`src/rtl/muldiv_ctl.sv`:
```
// Iterative 32x32 multiply / divide unit with IDLE/RUN/DONE sequencing and pipeline stall.
// Optional signed support is enabled by defining MULDIV_SIGNED_EN.
module muldiv_ctl #(
  parameter int CYCLES = 32
) (
  input  logic        clk,
  input  logic        rst_n,
  input  logic        start,
  input  logic [1:0]  op,
  input  logic [31:0] a,
  input  logic [31:0] b,
  input  logic        rd_req,
  input  logic        flush,
  output logic        busy,
  output logic        stall,
  output logic        done,
  output logic [31:0] hi,
  output logic [31:0] lo
);

  typedef enum logic [1:0] {IDLE, RUN, DONE} state_t;

  state_t      state, state_nx;
  logic        busy_d, done_d;
  logic [5:0]  cnt;
  logic [63:0] acc, acc_step;
  logic [31:0] b_q;
  logic        op_div;
  logic        neg_lo, neg_hi;
  logic [31:0] a_mag, b_mag;
  logic        accept, div0, last, load;
  logic [32:0] mul_sum, rem_sh, rem_diff;
  logic        rem_ge;
  logic [31:0] hi_res, lo_res;

  assign accept = start & ~flush & ((state == IDLE) | (state == DONE));
  assign div0   = op[0] & (b == 32'h0);
  assign last   = (cnt == 6'(CYCLES - 1));
  assign load   = (state == RUN) & last & ~flush;
  assign stall  = (state == RUN) & (start | rd_req);

`ifdef MULDIV_SIGNED_EN
  logic a_neg, b_neg;
  assign a_neg = op[1] & a[31];
  assign b_neg = op[1] & b[31];
  assign a_mag = a_neg ? -a : a;
  assign b_mag = b_neg ? -b : b;

  function automatic logic [31:0] neg_if(input logic n, input logic [31:0] v);
    return n ? -v : v;
  endfunction

  function automatic logic [63:0] neg64_if(input logic n, input logic [63:0] v);
    return n ? -v : v;
  endfunction
`else
  logic unused_sign;
  assign unused_sign = op[1];
  assign a_mag = a;
  assign b_mag = b;
`endif

  // One iteration: shift-add for multiply, shift-subtract-restore for divide
  always_comb begin
    mul_sum  = {1'b0, acc[63:32]} + (acc[0] ? {1'b0, b_q} : 33'h0);
    rem_sh   = acc[63:31];
    rem_diff = rem_sh - {1'b0, b_q};
    rem_ge   = (rem_sh >= {1'b0, b_q});
    if (!op_div)
      acc_step = {mul_sum, acc[31:1]};
    else if (rem_ge)
      acc_step = {rem_diff[31:0], acc[30:0], 1'b1};
    else
      acc_step = {rem_sh[31:0], acc[30:0], 1'b0};
  end

  always_comb begin
`ifdef MULDIV_SIGNED_EN
    if (!op_div) begin
      {hi_res, lo_res} = neg64_if(neg_lo, acc_step);
    end else begin
      hi_res = neg_if(neg_hi, acc_step[63:32]);
      lo_res = neg_if(neg_lo, acc_step[31:0]);
    end
`else
    {hi_res, lo_res} = acc_step;
`endif
  end

  always_comb begin
    state_nx = state;
    if (flush) begin
      state_nx = IDLE;
    end else begin
      case (state)
        IDLE:    if (start) state_nx = div0 ? DONE : RUN;
        RUN:     if (last)  state_nx = DONE;
        DONE:    state_nx = start ? (div0 ? DONE : RUN) : IDLE;
        default: state_nx = IDLE;
      endcase
    end
  end

  always_comb begin
    busy_d = (state_nx == RUN);
    done_d = (state_nx == DONE);
  end

  always_ff @(posedge clk or negedge rst_n) begin
    if (!rst_n) begin
      state <= IDLE;
      busy  <= 1'b0;
      done  <= 1'b0;
      cnt   <= 6'd0;
      hi    <= 32'h0;
      lo    <= 32'h0;
    end else begin
      state <= state_nx;
      busy  <= busy_d;
      done  <= done_d;
      if (accept)
        cnt <= 6'd0;
      else if (state == RUN)
        cnt <= cnt + 6'd1;
      if (load) begin
        hi <= hi_res;
        lo <= lo_res;
      end else if (accept && div0) begin
        hi <= a;
        lo <= 32'hFFFF_FFFF;
      end
    end
  end

  // Operand and accumulator datapath
  always_ff @(posedge clk) begin
    if (accept) begin
      acc    <= {32'h0, a_mag};
      b_q    <= b_mag;
      op_div <= op[0];
`ifdef MULDIV_SIGNED_EN
      neg_lo <= a_neg ^ b_neg;
      neg_hi <= a_neg;
`else
      neg_lo <= 1'b0;
      neg_hi <= 1'b0;
`endif
    end else if (state == RUN) begin
      acc <= acc_step;
    end
  end

`ifndef MULDIV_SIGNED_EN
  logic unused_neg;
  assign unused_neg = neg_lo ^ neg_hi;
`endif

endmodule

```
`config.mk`:
```
export PLATFORM = sky130hd
export DESIGN_NAME = muldiv_ctl
export DESIGN_NICKNAME = d
export VERILOG_FILES = /design/src/rtl/muldiv_ctl.sv
export SDC_FILE = /design/constraint.sdc
export NUM_CORES = 1
export LEC_CHECK = 0
export ABC_CLOCK_PERIOD_IN_PS = 3800
export BUFFER_PORTS_ARGS = -buffer_cell sky130_fd_sc_hd__buf_2
export CAP_MARGIN = 10
export CORE_UTILIZATION = 31
export DETAILED_ROUTE_END_ITERATION = 8
export HOLD_SLACK_MARGIN = 0.02
export PLACE_DENSITY = 0.56
export SETUP_SLACK_MARGIN = 0.5
export SLEW_MARGIN = 0
export SYNTH_ARGS = -nofsm -noshare
export SYNTH_HDL_FRONTEND = slang
export SYNTH_SLANG_ARGS = --single-unit
export TNS_END_PERCENT = 50
```
`constraint.sdc`:
```
create_clock -name clk -period 3.8 [get_ports clk]
set_input_delay 0.19 -clock clk [delete_from_list [all_inputs] [get_ports clk]]
set_output_delay 0.19 -clock clk [all_outputs]
set_load 0.1 [all_outputs]
```
After elaboration in Yosys (flattened, before gate mapping)
Cells that the tools add are included.
{ "op_classes": {"eq_ne": 5, "reduce_logical": 5, "n_mux": 17, "add_sub_neg": 3, "bitwise": 9, "n_lt_le_gt_ge": 1} }
{ "ops": {"columns": ["cell", "n"], "rows": [
  ["$mux 32", 7],
  ["$mux 64", 2],
  ["$add 32x32->33", 1],
  ["$ge 33x32->1", 1],
  ["$logic_not 32->1", 1],
  ["$sub 32x32->32", 1],
  ["$mux 6", 2],
  ["$mux 2", 5],
  ["$add 6x1->6 const B", 1],
  ["$and 1x1->1", 6],
  ["$eq 6x5->1 const B", 1],
  ["$pmux 2 s3", 1],
  ["$eq 2x1->1 const B", 2],
  ["$eq 2x2->1 const B", 2],
  ["$reduce_bool 2->1", 2],
  ["$logic_not 2->1", 1],
  ["$or 1x1->1", 2],
  ["$logic_and 1x1->1", 1],
  ["$not 1->1", 1]
]} }
{ "word_totals": {"register_bits": 171, "input_bits": 71, "output_inout_bits": 67} }

Longest topological paths before layout
Gate-level depths: netlist of the first run.
{ "logic_depth": {"depth_word": 7, "ltp_mapped": 13, "depth_no_buf": 12} }

Worst setup path before layout of the first run
No wires, ideal clock.
{ "synth_path": {"path_type": "reg2reg", "start": "register state[0]", "end": "register acc[0] (enable)", "arrival_time_ns": 2.763, "stages_incl_launch_ff": 8, "setup_slack_ns": 0.648, "n_path_buf": 2, "period_less_slack_ns": 3.152, "cell_sequence": "dfrtp_1 nor2_1 nand2_1 inv_1 clkbuf_1 nor2_1 clkbuf_1 inv_1"} }
{ "synth_via": {"elab_chain_cells": 4, "word_cells_on_any_way": 6, "classes_between": "2 x eq/ne; 2 x bitwise; 2 x reduce/logical"} }
{ "synth_rtl": {"columns": ["element", "line", "source"], "rows": [
  ["start: declaration", "23", "state_t state, state_nx;"],
  ["start signal: assignment", "118", "state <= state_nx;"],
  ["$eq 2x2->1 / $logic_not 2->1 (equally long branches)", "36", "assign accept = start & ~flush & ((state == IDLE) | (state == DONE));"],
  ["$or 1x1->1 (*)", "36", null],
  ["$and 1x1->1 (*)", "36", null],
  ["named net accept", "31", "logic accept, div0, last, load;"],
  ["$reduce_bool 2->1 (no line) (*)", null, null],
  ["end signal: assignment", "138", "acc <= {32'h0, a_mag};"],
  ["end signal: assignment", "149", "acc <= acc_step;"],
  ["end: declaration", "26", "logic [63:0] acc, acc_step;"]
]} }
The timed path passes the listed nets; every way through them passes the cells marked *.
A chain may end at the register's enable or synchronous reset.

Worst setup path after layout of the first run
{ "layout_path": {"start": "register acc[31]", "end": "register acc[48]"} }
{ "layout_via": {"elab_chain_cells": 3, "word_cells_on_any_way": 4, "classes_between": "1 x add/sub; 1 x order compare; 2 x mux"} }
{ "layout_rtl": {"columns": ["element", "line", "source"], "rows": [
  ["$sub 32x32->32 / $ge 33x32->1 (equally long branches)", "67, 68", null],
  ["$mux 64 (*)", "71", "else if (rem_ge)"],
  ["$mux 64 (*)", "69", "if (!op_div)"]
]} }
Mark *: on every way between the ends. The rest lies on a longest branch, timed or not.

==> results of run 1 <==
[per-stage QoR]
step	util	hold slack (ps)	std cells	cell area, um^2	setup WS (ps)
after floorplan	-	-106	1296	11500	648
after CTS	0.374	27.9	1926	13700	495
after global placement	0.347	386	1855	12700	302
after detailed placement	0.347	396	1855	12700	304
after global routing	0.382	25.5	1933	13900	396
final	0.382	35.3	1933	13900	491
[timing repair]
| item | CTS | global route |
|---|---|---|
| endpoints found under the hold margin | 108 | 0 |
| setup endpoints to repair | 42 | 49 |
| gates cloned | 0 | 2 |
| gates resized for setup | 15 | 41 |
| buffers inserted | 5 | 5 |
| pin swaps | 8 | 15 |
| hold buffers | 34 | 0 |
[area by class of cell]
cell class / instances / area (um^2)
flip-flops and latches: 171 / 4440
repair buffers: 214 / 1450
clock inverters: 14 / 108
well taps: 468 / 586
inverters: 47 / 176
multi-input cells: 1001 / 6750
clock buffers: 18 / 429
fillers: 3760 / 22600
[sequential cells by signal, indices dropped and copies added, names as in the netlist]
| name | flops |
|---|---|
| lo | 32 |
| b_q | 32 |
| op_div | 1 |
| hi | 32 |
| done | 1 |
| acc | 64 |
| state | 2 |
| busy | 1 |
| cnt | 6 |
[worst paths after layout]
kind | start | end | slack, ps | depth (start not counted)
worst max-delay path | acc[31] | acc[48] | 490 | 13
worst min-delay path | b[27] | b_q[27] | 40 | 1
worst max register to register | acc[31] | acc[48] | 490 | 13
worst min register to register | lo[16] | lo[16] | 520 | 2
max in group asynchronous | rst_n | hi[21] | 2740 | 2
min in group asynchronous | rst_n | lo[7] | 420 | 2
[power by group through the flow]
stage	Clock [mW]	Sequential (mW)	Combinational, mW
3_3_place_gp	0	2.58	4.65
6_report	1.68	2.56	5.12
3_5_place_dp	0	2.58	4.67
5_1_grt	1.78	2.60	5.59
4_1_cts	1.71	2.54	4.85
2_1_floorplan	0	2.62	3.25
[logic make-up after synthesis]
| kind of cell | after synthesis |
|---|---|
| XOR/XNOR | 53 |
| multiplexers | 58 |
| flip-flops | 171 |
| AO/OA/AOI/OAI | 455 |
| AND/OR/NAND/NOR | 368 |
| buffers and inverters | 124 |
| adder cells (fa/ha/maj) | 67 |
[placed cells by master (no fill, tap or decap), types with 26 or more instances in the layout]
| cell type | instances |
|---|---|
| sky130_fd_sc_hd__a211oi_1 | 31 |
| sky130_fd_sc_hd__and2_1 | 34 |
| sky130_fd_sc_hd__nor2b_1 | 26 |
| sky130_fd_sc_hd__inv_1 | 47 |
| sky130_fd_sc_hd__a21oi_1 | 119 |
| sky130_fd_sc_hd__nor2_1 | 95 |
| sky130_fd_sc_hd__buf_4 | 37 |
| sky130_fd_sc_hd__dfxtp_1 | 32 |
| sky130_fd_sc_hd__edfxtp_1 | 65 |
| sky130_fd_sc_hd__dlygate4sd3_1 | 34 |
| sky130_fd_sc_hd__buf_2 | 135 |
| sky130_fd_sc_hd__xor2_1 | 30 |
| sky130_fd_sc_hd__ha_1 | 53 |
| sky130_fd_sc_hd__nand3_1 | 31 |
| sky130_fd_sc_hd__o21ai_1 | 30 |
| sky130_fd_sc_hd__dfrtp_1 | 74 |
| sky130_fd_sc_hd__nand2_1 | 93 |
| sky130_fd_sc_hd__o21ai_0 | 127 |
| sky130_fd_sc_hd__mux2i_1 | 55 |
[worst max-delay path, stage by stage, from the launching register on]
cell	delay, ps
sky130_fd_sc_hd__edfxtp_1	420
sky130_fd_sc_hd__inv_1	70
sky130_fd_sc_hd__ha_2	190
sky130_fd_sc_hd__fa_2	350
sky130_fd_sc_hd__nand2b_4	160
sky130_fd_sc_hd__a21o_1	230
sky130_fd_sc_hd__a211o_1	350
sky130_fd_sc_hd__a21boi_2	240
sky130_fd_sc_hd__a41oi_4	180
sky130_fd_sc_hd__buf_4	190
sky130_fd_sc_hd__xor2_1	140
sky130_fd_sc_hd__o211ai_1	170
sky130_fd_sc_hd__o21ai_0	310
sky130_fd_sc_hd__o21ai_0	250
[synthesized netlist by cell type, drive strengths merged, types with 32 or more instances]
library cell and instances:
o21ai 160, a21oi 121, nand2 97, nor2 96, dfrtp 74, edfxtp 65
ha 65, mux2i 57, clkbuf 49, inv 47, and2 36, a211oi 35
dfxtp 32
[routing by layer]
metal,global-route usage,routed length (um),vias to the layer above
met2,0.294,16200,297
li1,-,-,5071
met5,0,0,-
met1,0.286,18800,5036
met4,0.0550,640,0
met3,0.0301,1600,40
==> run summary, run 1 <==
POWER
------------------------------------------------------------------------------------
Overall power of the completed layout                                        9.36 mW
Proportion of power drawn by flip-flops and latches                            0.274
Power Internal                                                               5.05 mW
Net switching share of the total power                                         0.461
Leak pwr                                                                     6.06 nW
Cell area power density                                                  672 mW/mm^2
Share of total power in the clock network                                      0.179
Psw                                                                          4.32 mW
Fraction of power consumed by combinational cells                              0.547
Peak supply drop                                                            0.315 mV

CRITICAL PATH
------------------------------------------------------------------------------------
Data required time at the worst endpoint                                     4180 ps
Peak fanout along the critical path                                                3
Data arrival at the endpoint of the critical path                            3680 ps
Launching element type of the critical path                                flip-flop
Type of the setup path with the least slack                             flip-flop to flip-flop
Endpoint type of the worst setup path                                      flip-flop

TIMING
------------------------------------------------------------------------------------
Unrepaired setup endpoints after global routing                                 true
Final critical path time including I/O delays and setup                      3310 ps
Tcrit/Tclk final                                                               0.871
Maximum achievable frequency                                                 302 MHz
Worst max-slew margin expressed relative to the limit                          0.360
Setup violations, final                                                            0
Final max-slew violation count                                                     0
Tightest Pin Transition                                                       960 ps
Final hold vios                                                                    0
Total Negative Setup Slacks                                                     0 ps
Skew final                                                                   13.8 ps

GRT
------------------------------------------------------------------------------------
Initial antenna violation count                                                    0
Global route overflow                                                              0
Pin count of the biggest net entering global routing                              76
First-pass GRT wire length                                                 56,900 um
Global-route usage over all layers                                             0.195
Vias in the first global route                                                 9,927

DIE
------------------------------------------------------------------------------------
Die Area                                                                 0.0377 mm^2
FP Rows                                                                           70
Initial Utilization                                                            0.314
Die Y-Extent                                                                  194 um
Num ports                                                                        138
Die Span X                                                                    194 um
Placeable core area                                                      0.0365 mm^2

LOGIC SYNTHESIS
------------------------------------------------------------------------------------
Multiplexer fraction of the synthesized cell area                             0.0508
Avg Cell Area, Syn                                                         8.84 um^2
Most used DFF post-synth                                                sky130_fd_sc_hd__dfrtp_1
Post-synthesis instance area                                             0.0115 mm^2
Largest cells by area after synthesis                                   sky130_fd_sc_hd__edfxtp_1 (17%), sky130_fd_sc_hd__dfrtp_1 (16%), sky130_fd_sc_hd__ha_1 (7.1%)
Sequential share of the synthesized area                                       0.388
Fraction of registers with async set or reset after synthesis                  0.433
Total number of yosys warnings                                                     0
Biggest area consumer among synthesized cells                           sky130_fd_sc_hd__edfxtp_1
Synth Register Bits                                                              171
Synth Net Count                                                                1,434
Count of mapped cells out of synthesis                                         1,296
Largest family of logic cells by synthesized area                       compound AO/OA/AOI/OAI gates
Parity-gate share of the synthesized area counting xor and xnor cells         0.0405
Area share of the largest cell type after synthesis                            0.170
Post-synthesis adder-cell area fraction                                       0.0745
Simple logic cell fraction of the synthesized area                             0.155
Synth unique cells                                                                79
Compound-cell area share of the yosys netlist                                  0.247
Number of synthesized flops with an enable pin                                    65

CLOCK NETWORK
------------------------------------------------------------------------------------
Maximum clock path buffer count                                                    2
Total clock buffers created by CTS                                                17
Number of sinks driven by the clock tree                                         171
Clock tree from TritonCTS                                                       done
Depth of the CTS H-tree                                                            4
Clock transition at the registers of the reported paths                        80 ps
Clock latency on the worst-skew pair                                          450 ps
Master cell of the clock root buffer                                    sky130_fd_sc_hd__clkbuf_16

FINISH
------------------------------------------------------------------------------------
Count of inserted antenna diode cells                                              0
Final net count                                                                1,590
Area added between synthesis and finish                                        21.6%
Ratio of cells with drive above 1 in the final layout                          0.187

OUTCOME
------------------------------------------------------------------------------------
Result of the run                                                          completed

PLACED DESIGN
------------------------------------------------------------------------------------
Hpwl dp                                                                    28,000 um
Final GP Congestion                                                            0.871
PortBufs                                                                         136

DETAILED ROUTING
------------------------------------------------------------------------------------
Detail-routed net length per standard cell                                   19.3 um
Number of optimization iterations in the first detailed-route pass                 5
Average via count per standard cell                                             5.40
Detailed router's first-iteration violation count                                753
Number of nets with antenna violations after routing                               0
Total wire length after detailed routing                                   37,200 um
Remaining design rule violation count                                              0
Total via count after detailed routing                                        10,400

FLOW RUN
------------------------------------------------------------------------------------
Number of max-cap violations                                                       0

WORST HOLD PATH
------------------------------------------------------------------------------------
Worst hold path class                                                   input port to flip-flop

No activity file was read; power rests on OpenSTA's default activity.
==> run 2, diff against run 1 <==
Settings changed: PLACE_DENSITY 0.56 to 0.49.
==> run 2 against run 1 <==
Core utilization grew 0.072 points; critical path depth is the same; sequential share of layout area shrank 0.060 points; combinational power is essentially flat; clock power grew 5%; first-iteration DRC count shrank 2.1%; count of clock-buffer cells in the layout grew 1; critical path type unchanged; critical endpoint is now hi[30].
==> run summary, run 2 (same netlist as run 1, synthesis figures left out) <==
CLOCK NETWORK
---------------------------------------------------------------------------------
Clock latency on the worst-skew pair                                       440 ps
Number of sinks driven by the clock tree                                      171
Master cell of the clock root buffer                                 sky130_fd_sc_hd__clkbuf_16
Clock tree from TritonCTS                                                    done
Depth of the CTS H-tree                                                         4
Total clock buffers created by CTS                                             17
Maximum clock path buffer count                                                 2
Clock transition at the registers of the reported paths                     70 ps

TIMING
---------------------------------------------------------------------------------
Setup violations, final                                                         0
Hold WS                                                                   56.6 ps
Worst max-slew margin expressed relative to the limit                       0.348
Final max-slew violation count                                                  0
Tightest Pin Transition                                                    978 ps
Unrepaired setup endpoints after global routing                              true
Total Negative Setup Slacks                                                  0 ps
Skew final                                                                13.3 ps
Final critical path time including I/O delays and setup                   3210 ps
Final hold vios                                                                 0
Maximum achievable frequency                                              312 MHz
Tcrit/Tclk final                                                            0.844

GRT
---------------------------------------------------------------------------------
Vias in the first global route                                              9,783
First-pass GRT wire length                                              56,900 um
Pin count of the biggest net entering global routing                           76
Initial antenna violation count                                                 0
Global-route usage over all layers                                          0.194
Global route overflow                                                           0

CRITICAL PATH
---------------------------------------------------------------------------------
Biggest cell delay along the critical path                                 380 ps
Cell family contributing the most delay on the critical path         compound AO/OA/AOI/OAI gates
Peak fanout along the critical path                                            12
Data arrival at the endpoint of the critical path                         3570 ps
Type of the setup path with the least slack                          flip-flop to flip-flop
Launching element type of the critical path                             flip-flop
Crit path max-delay cell type                                        sky130_fd_sc_hd__edfxtp_1
Endpoint type of the worst setup path                                   flip-flop
Worst-path cell chain                                                buf_4, buf_12, and2_1, ha_4, a21o_1, a221o_1, a22oi_2, a31oi_1, or3_4, a211oi_2, xnor2_1, o221ai_1, a21oi_1
Data required time at the worst endpoint                                  4160 ps
Sum of buffers and inverters on the critical path                               2

FINISH
---------------------------------------------------------------------------------
Register with the highest flop count                                          acc
Top library cells by usage in the layout, fill and taps aside        sky130_fd_sc_hd__buf_2 (135), sky130_fd_sc_hd__o21ai_0 (128), sky130_fd_sc_hd__a21oi_1 (117)
Number of flip-flops under the largest register name                           64
Final net count                                                             1,589
Area added between synthesis and finish                                     21.8%
Most common cell after layout, fill and taps aside                   sky130_fd_sc_hd__buf_2
Ratio of cells with drive above 1 in the final layout                       0.184
Count of inserted antenna diode cells                                           0

POWER
---------------------------------------------------------------------------------
Leak pwr                                                                  6.06 nW
Overall power of the completed layout                                     9.46 mW
Peak supply drop                                                         0.271 mV
Cell area power density                                               677 mW/mm^2

DIE
---------------------------------------------------------------------------------
FP Rows                                                                        70
Die Area                                                              0.0377 mm^2
Initial Utilization                                                         0.314
Die Y-Extent                                                               194 um
Die Span X                                                                 194 um
Num ports                                                                     138
Placeable core area                                                   0.0365 mm^2

DETAILED ROUTING
---------------------------------------------------------------------------------
Total wire length after detailed routing                                37,400 um
Average via count per standard cell                                          5.33
Detail-routed net length per standard cell                                19.3 um
Remaining design rule violation count                                           0
Total via count after detailed routing                                     10,300
Detailed router's first-iteration violation count                             737
Number of optimization iterations in the first detailed-route pass              7
Number of nets with antenna violations after routing                            0

PLACED DESIGN
---------------------------------------------------------------------------------
Hpwl dp                                                                 28,400 um
Final GP Congestion                                                         0.940
PortBufs                                                                      136

OUTCOME
---------------------------------------------------------------------------------
Result of the run                                                       completed

FLOW RUN
---------------------------------------------------------------------------------
Number of max-cap violations                                                    0

WORST HOLD PATH
---------------------------------------------------------------------------------
Worst hold path class                                                input port to flip-flop

run 2: cell count changes in the layout (fill, tap and decap cells not counted), moves of 2 or more:
| cell | change |
|---|---|
| sky130_fd_sc_hd__a21oi_2 | +2 |
| sky130_fd_sc_hd__inv_4 | -3 |
| sky130_fd_sc_hd__buf_4 | +2 |
| sky130_fd_sc_hd__clkinvlp_4 | +2 |
| sky130_fd_sc_hd__nor4_2 | +2 |
| sky130_fd_sc_hd__ha_2 | -7 |
| sky130_fd_sc_hd__a31oi_2 | -2 |
| sky130_fd_sc_hd__buf_12 | -2 |
| sky130_fd_sc_hd__ha_1 | +7 |
| sky130_fd_sc_hd__a21oi_1 | -2 |
| sky130_fd_sc_hd__clkinv_2 | -2 |
run 2: path summary, 6_finish.rpt:
path / slack (ps) / startpoint / cells after the start / end
max: 590 / acc[0] / 13 / hi[30]
min: 60 / a[0] / 3 / acc[0]
max reg2reg: 590 / acc[0] / 13 / hi[30]
min reg2reg: 520 / lo[9] / 2 / lo[9]
max in group asynchronous: 2700 / rst_n / 2 / hi[27]
min in group asynchronous: 450 / rst_n / 2 / lo[7]
run 2: what timing repair did:
item / CTS / global route
gates cloned: 0 / 2
pin swaps: 1 / 14
endpoints found under the setup margin: 29 / 82
hold endpoints to repair: 108 / 0
hold buffers: 34 / 0
resized for setup: 9 / 48
setup buffers: 1 / 7
run 2: stage by stage:
stage	instance area, um^2	worst slack (ps)	utilization	instances
5_1_grt	14000	417	0.382	1932
3_3_place_gp	12700	102	0.347	1856
4_1_cts	13600	473	0.373	1923
3_5_place_dp	12700	47.6	0.347	1856
2_1_floorplan	11500	648	-	1296
6_report	14000	592	0.382	1932
run 2: area by class of cell:
cell class | count | area [um^2]
clock inverters | 13 | 133
clock buffers | 19 | 433
inverters | 47 | 176
flip-flops and latches | 171 | 4440
repair buffers | 213 | 1410
multi-input cells | 1001 | 6780
fillers | 3754 | 22600
well taps | 468 | 586
run 2: tightest hold or removal path: stages:
cell                      delay, ps
sky130_fd_sc_hd__buf_2           90
sky130_fd_sc_hd__nand2_1         40
sky130_fd_sc_hd__o21ai_0         60
run 2: layer usage:
layer,part of all wire,track usage
met1,0.51,0.290
met4,0.010,0.0397
met2,0.44,0.296
met3,0.041,0.0247
met5,0,0
run 2: power by group:
| group | total [mW] | internal [mW] | leakage (nW) | switching [mW] |
|---|---|---|---|---|
| logic | 5.12 | 1.96 | 3.93 | 3.16 |
| registers | 2.57 | 2.22 | 1.86 | 0.350 |
| clock network | 1.77 | 0.923 | 0.269 | 0.846 |
| total | 9.46 | 5.10 | 6.06 | 4.36 |
==> run 3, diff against run 2 <==
Settings changed: ABC_CLOCK_PERIOD_IN_PS 3800 to 2900, PLACE_DENSITY 0.49 to 0.51.
Clock period 3.8 ns to 2.9 ns, I/O delays scaled along.
==> run 3 against run 2 <==
The flow now finishes with violations (negative setup slack); global-route usage grew 1.8 points; wire length grew 6.8%; power rose by 54%; cell count is 10% higher; flip-flop and latch count stayed put; via count grew 8.2%; setup slack lost 760 ps; worst hold slack worse by 25 ps; critical endpoint is now hi[31]; combinational power rose by 74%; critical path type unchanged; fmax increased by 4.6%; sequential share of layout area shrank 3.8 points; clock power grew 33%.
==> run summary, run 3 (same netlist as run 1, synthesis figures left out) <==
TIMING
---------------------------------------------------------------------------------
Tightest Pin Transition                                                    981 ps
Setup violations, final                                                        25
Final critical path time including I/O delays and setup                   3070 ps
Final max-slew violation count                                                  0
Worst max-slew margin expressed relative to the limit                       0.346
Worst Slack Setup Final                                                   -167 ps
Hold WS                                                                   32.1 ps
Unrepaired setup endpoints after global routing                              true
Maximum achievable frequency                                              326 MHz
Final hold vios                                                                 0
Skew final                                                                14.7 ps
Tcrit/Tclk final                                                             1.06

CRITICAL PATH
---------------------------------------------------------------------------------
Reg-to-reg slack, setup                                                   -170 ps
Data arrival at the endpoint of the critical path                         3370 ps
Data required time at the worst endpoint                                  3210 ps
Launching element type of the critical path                             flip-flop
Timing startpoint of the critical path                                     acc[0]
Endpoint type of the worst setup path                                   flip-flop
Length in cells of the worst reg-to-reg path                                   15
Timing endpoint of the critical path                                       hi[31]
Type of the setup path with the least slack                          flip-flop to flip-flop
R2r endpoint                                                               hi[31]
Start of the worst register-to-register path                               acc[0]
Peak fanout along the critical path                                            23

GRT
---------------------------------------------------------------------------------
Initial antenna violation count                                                 0
Vias in the first global route                                             10,900
Global-route usage over all layers                                          0.212
Global route overflow                                                           0
First-pass GRT wire length                                              62,300 um
Pin count of the biggest net entering global routing                           76

DETAILED ROUTING
---------------------------------------------------------------------------------
Detailed router's first-iteration violation count                             879
Remaining design rule violation count                                           0
Number of nets with antenna violations after routing                            0
Average via count per standard cell                                          5.22
Detail-routed net length per standard cell                                18.7 um
Total via count after detailed routing                                     11,100
Total wire length after detailed routing                                39,900 um
Number of optimization iterations in the first detailed-route pass              6

DIE
---------------------------------------------------------------------------------
Die Area                                                              0.0377 mm^2
FP Rows                                                                        70
Num ports                                                                     138
Initial Utilization                                                         0.314
Die Span X                                                                 194 um
Die Y-Extent                                                               194 um
Placeable core area                                                   0.0365 mm^2

FINISH
---------------------------------------------------------------------------------
Number of flip-flops under the largest register name                           64
Count of inserted antenna diode cells                                           0
Ratio of cells with drive above 1 in the final layout                       0.308
Final design utilization                                                    0.434
Most common cell after layout, fill and taps aside                   sky130_fd_sc_hd__buf_4
Fillers                                                                     3,613
Register with the highest flop count                                          acc
Top library cells by usage in the layout, fill and taps aside        sky130_fd_sc_hd__buf_4 (213), sky130_fd_sc_hd__buf_2 (135), sky130_fd_sc_hd__o21ai_0 (110)
Final net count                                                             1,789
Area added between synthesis and finish                                     38.4%

CLOCK NETWORK
---------------------------------------------------------------------------------
Number of sinks driven by the clock tree                                      171
Depth of the CTS H-tree                                                         4
Clock latency on the worst-skew pair                                       440 ps
Clock transition at the registers of the reported paths                     70 ps
Clock tree from TritonCTS                                                    done
Maximum clock path buffer count                                                 2
Master cell of the clock root buffer                                 sky130_fd_sc_hd__clkbuf_16
Total clock buffers created by CTS                                             17

POWER
---------------------------------------------------------------------------------
Cell area power density                                               920 mW/mm^2
Share of total power in the clock network                                   0.162
Psw                                                                       6.43 mW
Leak pwr                                                                  7.13 nW
Proportion of power drawn by flip-flops and latches                         0.229
Peak supply drop                                                         0.464 mV
Fraction of power consumed by combinational cells                           0.609
Net switching share of the total power                                      0.440
Power Internal                                                            8.17 mW

PLACED DESIGN
---------------------------------------------------------------------------------
Hpwl dp                                                                 31,000 um
PortBufs                                                                      136
Final GP Congestion                                                         0.915

WORST HOLD PATH
---------------------------------------------------------------------------------
Worst hold path class                                                input port to flip-flop

OUTCOME
---------------------------------------------------------------------------------
Result of the run                                                    finished, violations left
Violations in the final reports                                      negative setup slack

FLOW RUN
---------------------------------------------------------------------------------
Number of max-cap violations                                                    0

[run 3: stage by stage]
stage               power, mW  TNS, ps  std cells  setup slack (ps)  area, um^2
global route             15.5    -8820       2132              -316       15900
floorplan                7.77    -44.0       1296             -44.0       11500
global placement         10.9    -5280       2028              -233       14000
detailed placement       11.0    -7470       2028              -241       14000
CTS                      14.2    -2080       2126              -154       15600
finish                   14.6    -1970       2132              -167       15900
[run 3: power groups by stage]
stage               registers [mW]  logic [mW]  clock network [mW]
detailed placement            3.36        7.60                   0
floorplan                     3.44        4.33                   0
finish                        3.35        8.90                2.36
CTS                           3.32        8.46                2.42
global placement              3.37        7.57                   0
global route                  3.38        9.64                2.50
[run 3: worst max-delay path, stage by stage, from the launching register on]
cell	delay [ps]
sky130_fd_sc_hd__edfxtp_1	400
sky130_fd_sc_hd__buf_8	180
sky130_fd_sc_hd__buf_4	170
sky130_fd_sc_hd__and2_1	140
sky130_fd_sc_hd__ha_1	300
sky130_fd_sc_hd__buf_4	180
sky130_fd_sc_hd__and3_1	180
sky130_fd_sc_hd__and3_2	250
sky130_fd_sc_hd__and3_2	250
sky130_fd_sc_hd__a21oi_1	130
sky130_fd_sc_hd__o21ai_0	90
sky130_fd_sc_hd__a211oi_1	220
sky130_fd_sc_hd__o21ai_1	100
sky130_fd_sc_hd__o211ai_1	90
sky130_fd_sc_hd__buf_4	150
sky130_fd_sc_hd__a21oi_1	70
[run 3: worst min path at each step]
stage	cells after the start	startpoint	to	slack (ps)
3_5_place_dp	1	b[14]	b_q[14]	340
2_1_floorplan	0	rst_n	busy	-150
4_1_cts	3	a[12]	hi[12]	20
3_3_place_gp	1	op[0]	op_div	340
6_report	3	a[31]	hi[31]	30
5_1_grt	3	a[12]	hi[12]	20
[run 3: repair_timing]
action,4_1_cts,5_1_grt
gates resized for setup,74,55
endpoints found under the setup margin,66,66
endpoints found under the hold margin,122,0
cloned,2,0
setup buffers,16,6
hold buffers,48,0
pin swaps,40,23
[run 3: layout make-up]
type	instances	area, um^2	share of cell area
multi-input cells	1001	7040	0.444
flip-flops and latches	171	4450	0.280
repair buffers	413	3020	0.191
well taps	468	586	0.0369
clock buffers	17	425	0.0268
inverters	47	180	0.0114
clock inverters	15	165	0.0104
[run 3: per-layer routing]
metal,GRT usage,vias to the layer above,part of all wire
li1,-,5485,-
met1,0.312,5314,0.50
met2,0.328,304,0.44
met3,0.0247,32,0.045
met4,0.0514,0,0.018
met5,0,-,0
